## config.mk

```make
export PLATFORM = sky130hd
export DESIGN_NAME = score_display_ctrl
export DESIGN_NICKNAME = d
export VERILOG_FILES = /design/src/rtl/score_display_ctrl.sv
export SDC_FILE = /design/constraint.sdc
export NUM_CORES = 1
export LEC_CHECK = 0
export BUFFER_PORTS_ARGS = -buffer_cell sky130_fd_sc_hd__buf_2
export CORE_AREA = 3 3 165 87
export CTS_BUF_LIST = sky130_fd_sc_hd__clkbuf_8
export DETAILED_ROUTE_END_ITERATION = 10
export DIE_AREA = 0 0 168 90
export PLACE_DENSITY = 0.8
export SYNTH_ARGS = -nofsm -noshare
export SYNTH_HDL_FRONTEND = slang
export SYNTH_SLANG_ARGS = --single-unit
```

## constraint.sdc

```tcl
create_clock -name clk -period 8 [get_ports clk]
set_clock_uncertainty 0.15 [all_clocks]
set_input_delay 0.8 -clock clk [delete_from_list [all_inputs] [get_ports clk]]
set_output_delay 0.8 -clock clk [all_outputs]
set_load 0.05 [all_outputs]
```

## src/rtl/score_display_ctrl.sv

```systemverilog
// Score/high-score owner and seven-segment value selector with debounced high-score button.
// Optional new-record blink is enabled by defining NEW_RECORD_BLINK_EN.
module score_display_ctrl #(
    parameter int unsigned DEBOUNCE_CYCLES   = 500000,
    parameter int unsigned HS_TIMEOUT_CYCLES = 300000000,
    parameter int unsigned BLINK_CYCLES      = 25000000
) (
    input  logic        clk,
    input  logic        rst,
    input  logic        hs_btn,
    input  logic        point_inc,
    input  logic        game_start,
    input  logic        game_over,
    output logic [31:0] val,
    output logic [31:0] points,
    output logic [31:0] highscore,
    output logic        show_hs,
    output logic        new_record,
    output logic        blank,
    output logic [1:0]  dbg_state
);

    typedef enum logic [1:0] {
        SHOW_PTS = 2'd0,
        SHOW_HS  = 2'd1,
        RECORD   = 2'd2
    } state_t;

    localparam logic [31:0] DEB_LAST = 32'(DEBOUNCE_CYCLES - 1);
    localparam logic [31:0] TO_LAST  = 32'(HS_TIMEOUT_CYCLES - 1);

    logic        sync1_q, sync2_q;
    logic        db_q, db_d;
    logic [31:0] db_cnt_q, db_cnt_d;
    logic        hs_press_q;

    state_t      state_q, state_d;
    logic [31:0] to_cnt_q, to_cnt_d;
    logic [31:0] points_q, points_d;
    logic [31:0] hs_q, hs_d;
    logic        nr_q, nr_d;
    logic        show_hs_q;
    logic [31:0] val_q, val_d;
    logic        is_record;

    // Debounce: the counter tracks consecutive cycles where the synchronised input disagrees.
    always_comb begin
        db_d     = db_q;
        db_cnt_d = '0;
        if (sync2_q != db_q) begin
            if (db_cnt_q == DEB_LAST) begin
                db_d = sync2_q;
            end else begin
                db_cnt_d = db_cnt_q + 32'd1;
            end
        end
    end

    assign is_record = game_over & ~game_start & (points_q > hs_q);

    always_comb begin
        state_d  = state_q;
        to_cnt_d = to_cnt_q;
        case (state_q)
            SHOW_PTS: begin
                if (is_record) begin
                    state_d = RECORD;
                end else if (hs_press_q) begin
                    state_d  = SHOW_HS;
                    to_cnt_d = '0;
                end
            end
            SHOW_HS: begin
                if (is_record) begin
                    state_d = RECORD;
                end else if (hs_press_q || game_start || (to_cnt_q == TO_LAST)) begin
                    state_d = SHOW_PTS;
                end else begin
                    to_cnt_d = to_cnt_q + 32'd1;
                end
            end
            RECORD: begin
                if (hs_press_q || game_start) begin
                    state_d = SHOW_PTS;
                end
            end
            default: state_d = SHOW_PTS;
        endcase
    end

    // Event priority: game_start, then game_over, then point_inc.
    always_comb begin
        points_d = points_q;
        hs_d     = hs_q;
        nr_d     = nr_q;
        if (game_start) begin
            points_d = '0;
            nr_d     = 1'b0;
        end else if (game_over) begin
            if (is_record) begin
                hs_d = points_q;
                nr_d = 1'b1;
            end
        end else if (point_inc && (points_q != 32'hFFFF_FFFF)) begin
            points_d = points_q + 32'd1;
        end
        val_d = (state_d != SHOW_PTS) ? hs_d : points_d;
    end

    always_ff @(posedge clk) begin
        if (rst) begin
            sync1_q    <= 1'b0;
            sync2_q    <= 1'b0;
            db_q       <= 1'b0;
            db_cnt_q   <= '0;
            hs_press_q <= 1'b0;
            state_q    <= SHOW_PTS;
            to_cnt_q   <= '0;
            points_q   <= '0;
            hs_q       <= '0;
            nr_q       <= 1'b0;
            show_hs_q  <= 1'b0;
            val_q      <= '0;
        end else begin
            sync1_q    <= hs_btn;
            sync2_q    <= sync1_q;
            db_q       <= db_d;
            db_cnt_q   <= db_cnt_d;
            hs_press_q <= db_d & ~db_q;
            state_q    <= state_d;
            to_cnt_q   <= to_cnt_d;
            points_q   <= points_d;
            hs_q       <= hs_d;
            nr_q       <= nr_d;
            show_hs_q  <= (state_d != SHOW_PTS);
            val_q      <= val_d;
        end
    end

`ifdef NEW_RECORD_BLINK_EN
    localparam logic [31:0] BLINK_LAST = 32'(BLINK_CYCLES - 1);

    logic [31:0] blink_cnt_q, blink_cnt_d;
    logic        blank_q, blank_d;

    // Blank starts high on entering RECORD and toggles every BLINK_CYCLES while there.
    always_comb begin
        blink_cnt_d = '0;
        blank_d     = 1'b0;
        if (state_d == RECORD) begin
            if (state_q != RECORD) begin
                blank_d = 1'b1;
            end else if (blink_cnt_q == BLINK_LAST) begin
                blank_d = ~blank_q;
            end else begin
                blank_d     = blank_q;
                blink_cnt_d = blink_cnt_q + 32'd1;
            end
        end
    end

    always_ff @(posedge clk) begin
        if (rst) begin
            blink_cnt_q <= '0;
            blank_q     <= 1'b0;
        end else begin
            blink_cnt_q <= blink_cnt_d;
            blank_q     <= blank_d;
        end
    end

    assign blank = blank_q;
`else
    assign blank = 1'b0;

    // BLINK_CYCLES only matters when the blink feature is built in.
    if (BLINK_CYCLES == 0) begin : g_blink_param_unused
    end
`endif

    assign val        = val_q;
    assign points     = points_q;
    assign highscore  = hs_q;
    assign show_hs    = show_hs_q;
    assign new_record = nr_q;
    assign dbg_state  = state_q;

endmodule
```

==> results.sh <==
export IMPL_status="finished, final reports clean"
export IMPL_rr_startpoint="highscore[31]$_SDFF_PP0_"
export IMPL_cts_hold_buf=0
export IMPL_cp_end_kind="flip-flop"
export IMPL_path_max_fanout=22
export IMPL_grt_pass1_vias=6533
export IMPL_ys_warn_count=0
export IMPL_grt_pass1_wl_um=31800
export IMPL_r2r_slack_ns=3.43
export IMPL_area_growth_pct=13.5
export IMPL_critical_path_startpoint="highscore[31]$_SDFF_PP0_"
export IMPL_relSlewSlack=0.258
export IMPL_power_density_nw_per_um2=165
export IMPL_min_to="sync2_q$_SDFF_PP0_"
export IMPL_vias_per_cell=5.90
export IMPL_cap_violations=0
export IMPL_clk_pin_slew_ns=0.10
export IMPL_synth_cell_types=51
export IMPL_route_detailed_drc=0
export IMPL_cts_sinks=168
export IMPL_final_cells=1182
export IMPL_synthFlopType="dfxtp_1"
export IMPL_routabilityCongestion=0.848
export IMPL_p_leak_uw=0.00348
export IMPL_multi_input_area_um2=4080
export IMPL_synth_area_leaders="dfxtp_1 (44%), nor2_1 (5.8%), ha_1 (5.7%)"
export IMPL_drt_pass1_iter_count=7
export IMPL_io_buffers=105
export IMPL_dieWidth_um=168
export IMPL_grt_use_total=0.248
export IMPL_overflow=0
export IMPL_cts_max_level=4
export IMPL_r2r_end="val[15]$_SDFF_PP0_"
export IMPL_synth_edf_count=0
export IMPL_routed_wl_um=19100
export IMPL_vias=6976
export IMPL_ys_ff_latch=168
export IMPL_clk_latency_ns=0.45
export IMPL_nNetsFinal=1039
export IMPL_yosys_area_top_type="dfxtp_1"
export IMPL_ys_seq_area_frac=0.435
export IMPL_hp_class="reg2reg"
export IMPL_worstSetupPathType="reg2reg"
export IMPL_crit_path_start_kind="flip-flop"
export IMPL_cp_required_ns=8.23
export IMPL_die_area_um2=15100
export IMPL_synth_common_cells="dfxtp_1 (168), nor2_1 (120), a21oi_1 (79)"
export IMPL_seq_area_um2=3360
export IMPL_max_freq_mhz=219
export IMPL_hold_viol=0
export IMPL_fillerInstances=1011
export IMPL_whs_path_depth=1
export IMPL_post_cts_setup_buffers=0
export IMPL_place_area_um2=8410
export IMPL_rsz0062_at_grt="false"
export IMPL_fin_area_um2=8780
export IMPL_place_inst=1149
export IMPL_core_um2=12700
export IMPL_io_pins=107
export IMPL_drtAntennaViolNets=0
export IMPL_die_y_um=90
export IMPL_tritoncts="done"
export IMPL_drive_gt1_frac=0.161
export IMPL_syn_num_nets=951
export IMPL_hold_start="sync1_q$_SDFF_PP0_"
export IMPL_yosysTopAreaCellShare=0.435
export IMPL_drt_iter0_drc=603
export IMPL_rows=29
export IMPL_syn_cell_area_um2=7730
export IMPL_clock_root_buffer="clkbuf_8"
export IMPL_cp_arrival_ns=4.80
export IMPL_fin_crit_ns=4.57
export IMPL_wl_per_cell_um=16.2
export IMPL_async_flop_share=0
export IMPL_peakVddDrop_v=0.0000921
export IMPL_whs_ns=0.307
export IMPL_netlist_instances=910
export IMPL_dpl_hpwl_um=13000
export IMPL_final_util=0.689
export IMPL_start_util=0.607
export IMPL_syn_avg_cell_area_um2=8.49
export IMPL_reg2reg_depth=10
export IMPL_antenna_found_initial=0
export IMPL_setup_total_negative_slack_ns=0
export IMPL_numCtsBuffers=17
export IMPL_synth_most_common_cell="dfxtp_1"
export IMPL_final_max_slew_violation_count=0
export IMPL_period_share=0.571
export IMPL_ctsResizeCount=0
export IMPL_grt_start_max_net_pins=45
export IMPL_final_setup_viol_count=0
export IMPL_cts_buffer_depth=2
export IMPL_tightestPinTransition_ns=1.11
## flip-flops by register name, summed over array words and instances (netlist names)
register    count
highscore      32
dbg_state       2
to_cnt_q       32
points         32
val            32
new_record      1
db_q            1
sync2_q         1
hs_press_q      1
show_hs         1
sync1_q         1
db_cnt_q       32
## worst max path at each step
stage                                endpoint  slack (ns)
finish                     val[15]$_SDFF_PP0_        3.43
CTS                        val[16]$_SDFF_PP0_        3.49
global route               val[15]$_SDFF_PP0_        3.17
detailed placement         val[16]$_SDFF_PP0_        3.52
global placement            val[3]$_SDFF_PP0_        3.61
floorplan           to_cnt_q[23]$_SDFFE_PP0P_        4.43
## area by class of cell
| cell class | instances | area share |
|---|---|---|
| Antenna cell | 1 | 0.000285 |
| Clock buffer | 18 | 0.0282 |
| Clock inverter | 14 | 0.0131 |
| Inverter | 46 | 0.0197 |
| Multi-Input combinational cell | 652 | 0.465 |
| Sequential cell | 168 | 0.383 |
| Tap cell | 170 | 0.0242 |
| Timing Repair Buffer | 113 | 0.0667 |
## through the flow
step	setup WS [ns]	power, uW
after CTS	3.49	1450
final	3.43	1450
after global placement	3.61	905
after global routing	3.17	1490
after floorplan	4.43	894
after detailed placement	3.52	905
## kinds of logic (layout without fill, tap and decap cells)
family,after synthesis,in the layout,share of synthesized area
flip-flops,168,168,0.435
XOR/XNOR,64,64,0.0725
buffers and inverters,90,191,0.0453
AO/OA/AOI/OAI,163,163,0.133
adder cells (fa/ha/maj),35,35,0.0567
multiplexers,2,2,0.00259
AND/OR/NAND/NOR,387,387,0.255
other,1,2,0.000485
## cells in the final DEF (no fill, tap or decap), drive strengths merged, types with 3 or more instances in the layout
master	synthesis	layout
a31oi	3	3
o31ai	4	4
nor3	43	43
nand4	34	34
nand3	39	39
buf	5	113
nand2	46	46
o21ai	25	25
and3	28	28
nor4b	5	5
clkbuf	39	18
or3	14	14
clkinv	0	4
and2	7	7
inv	46	51
nor2b	10	10
a2bb2oi	31	31
xnor2	23	23
and4	11	11
nand2b	3	3
xor2	41	41
ha	35	35
nor4	14	14
or4	8	8
nor2	120	120
dfxtp	168	168
clkinvlp	0	5
a31o	3	3
a21oi	79	79
## layer usage
| metal | global-route usage | vias up | routed length (um) |
|---|---|---|---|
| met3 | 0.0478 | 36 | 1200 |
| met5 | 0 | - | 0 |
| met2 | 0.405 | 257 | 8870 |
| met1 | 0.330 | 3296 | 8750 |
| met4 | 0.0871 | 0 | 330 |
| li1 | - | 3387 | - |
## critical path, stage by stage, from the launching register on
cell	delay [ns]
dfxtp_1	0.38
inv_1	0.06
ha_1	0.31
nand4_1	0.18
or4_4	0.62
a311oi_4	0.91
buf_4	0.41
nor2_1	0.19
a211oi_4	0.68
buf_4	0.38
a2bb2oi_1	0.21
## where the power goes
part / switching, uW / total, uW / internal (uW)
Combinational: 35.1 / 44.5 / 9.42
Sequential: 1.93 / 841 / 839
Clock: 333 / 562 / 229
Total: 370 / 1450 / 1080
Power figures use the tool's default switching activity.
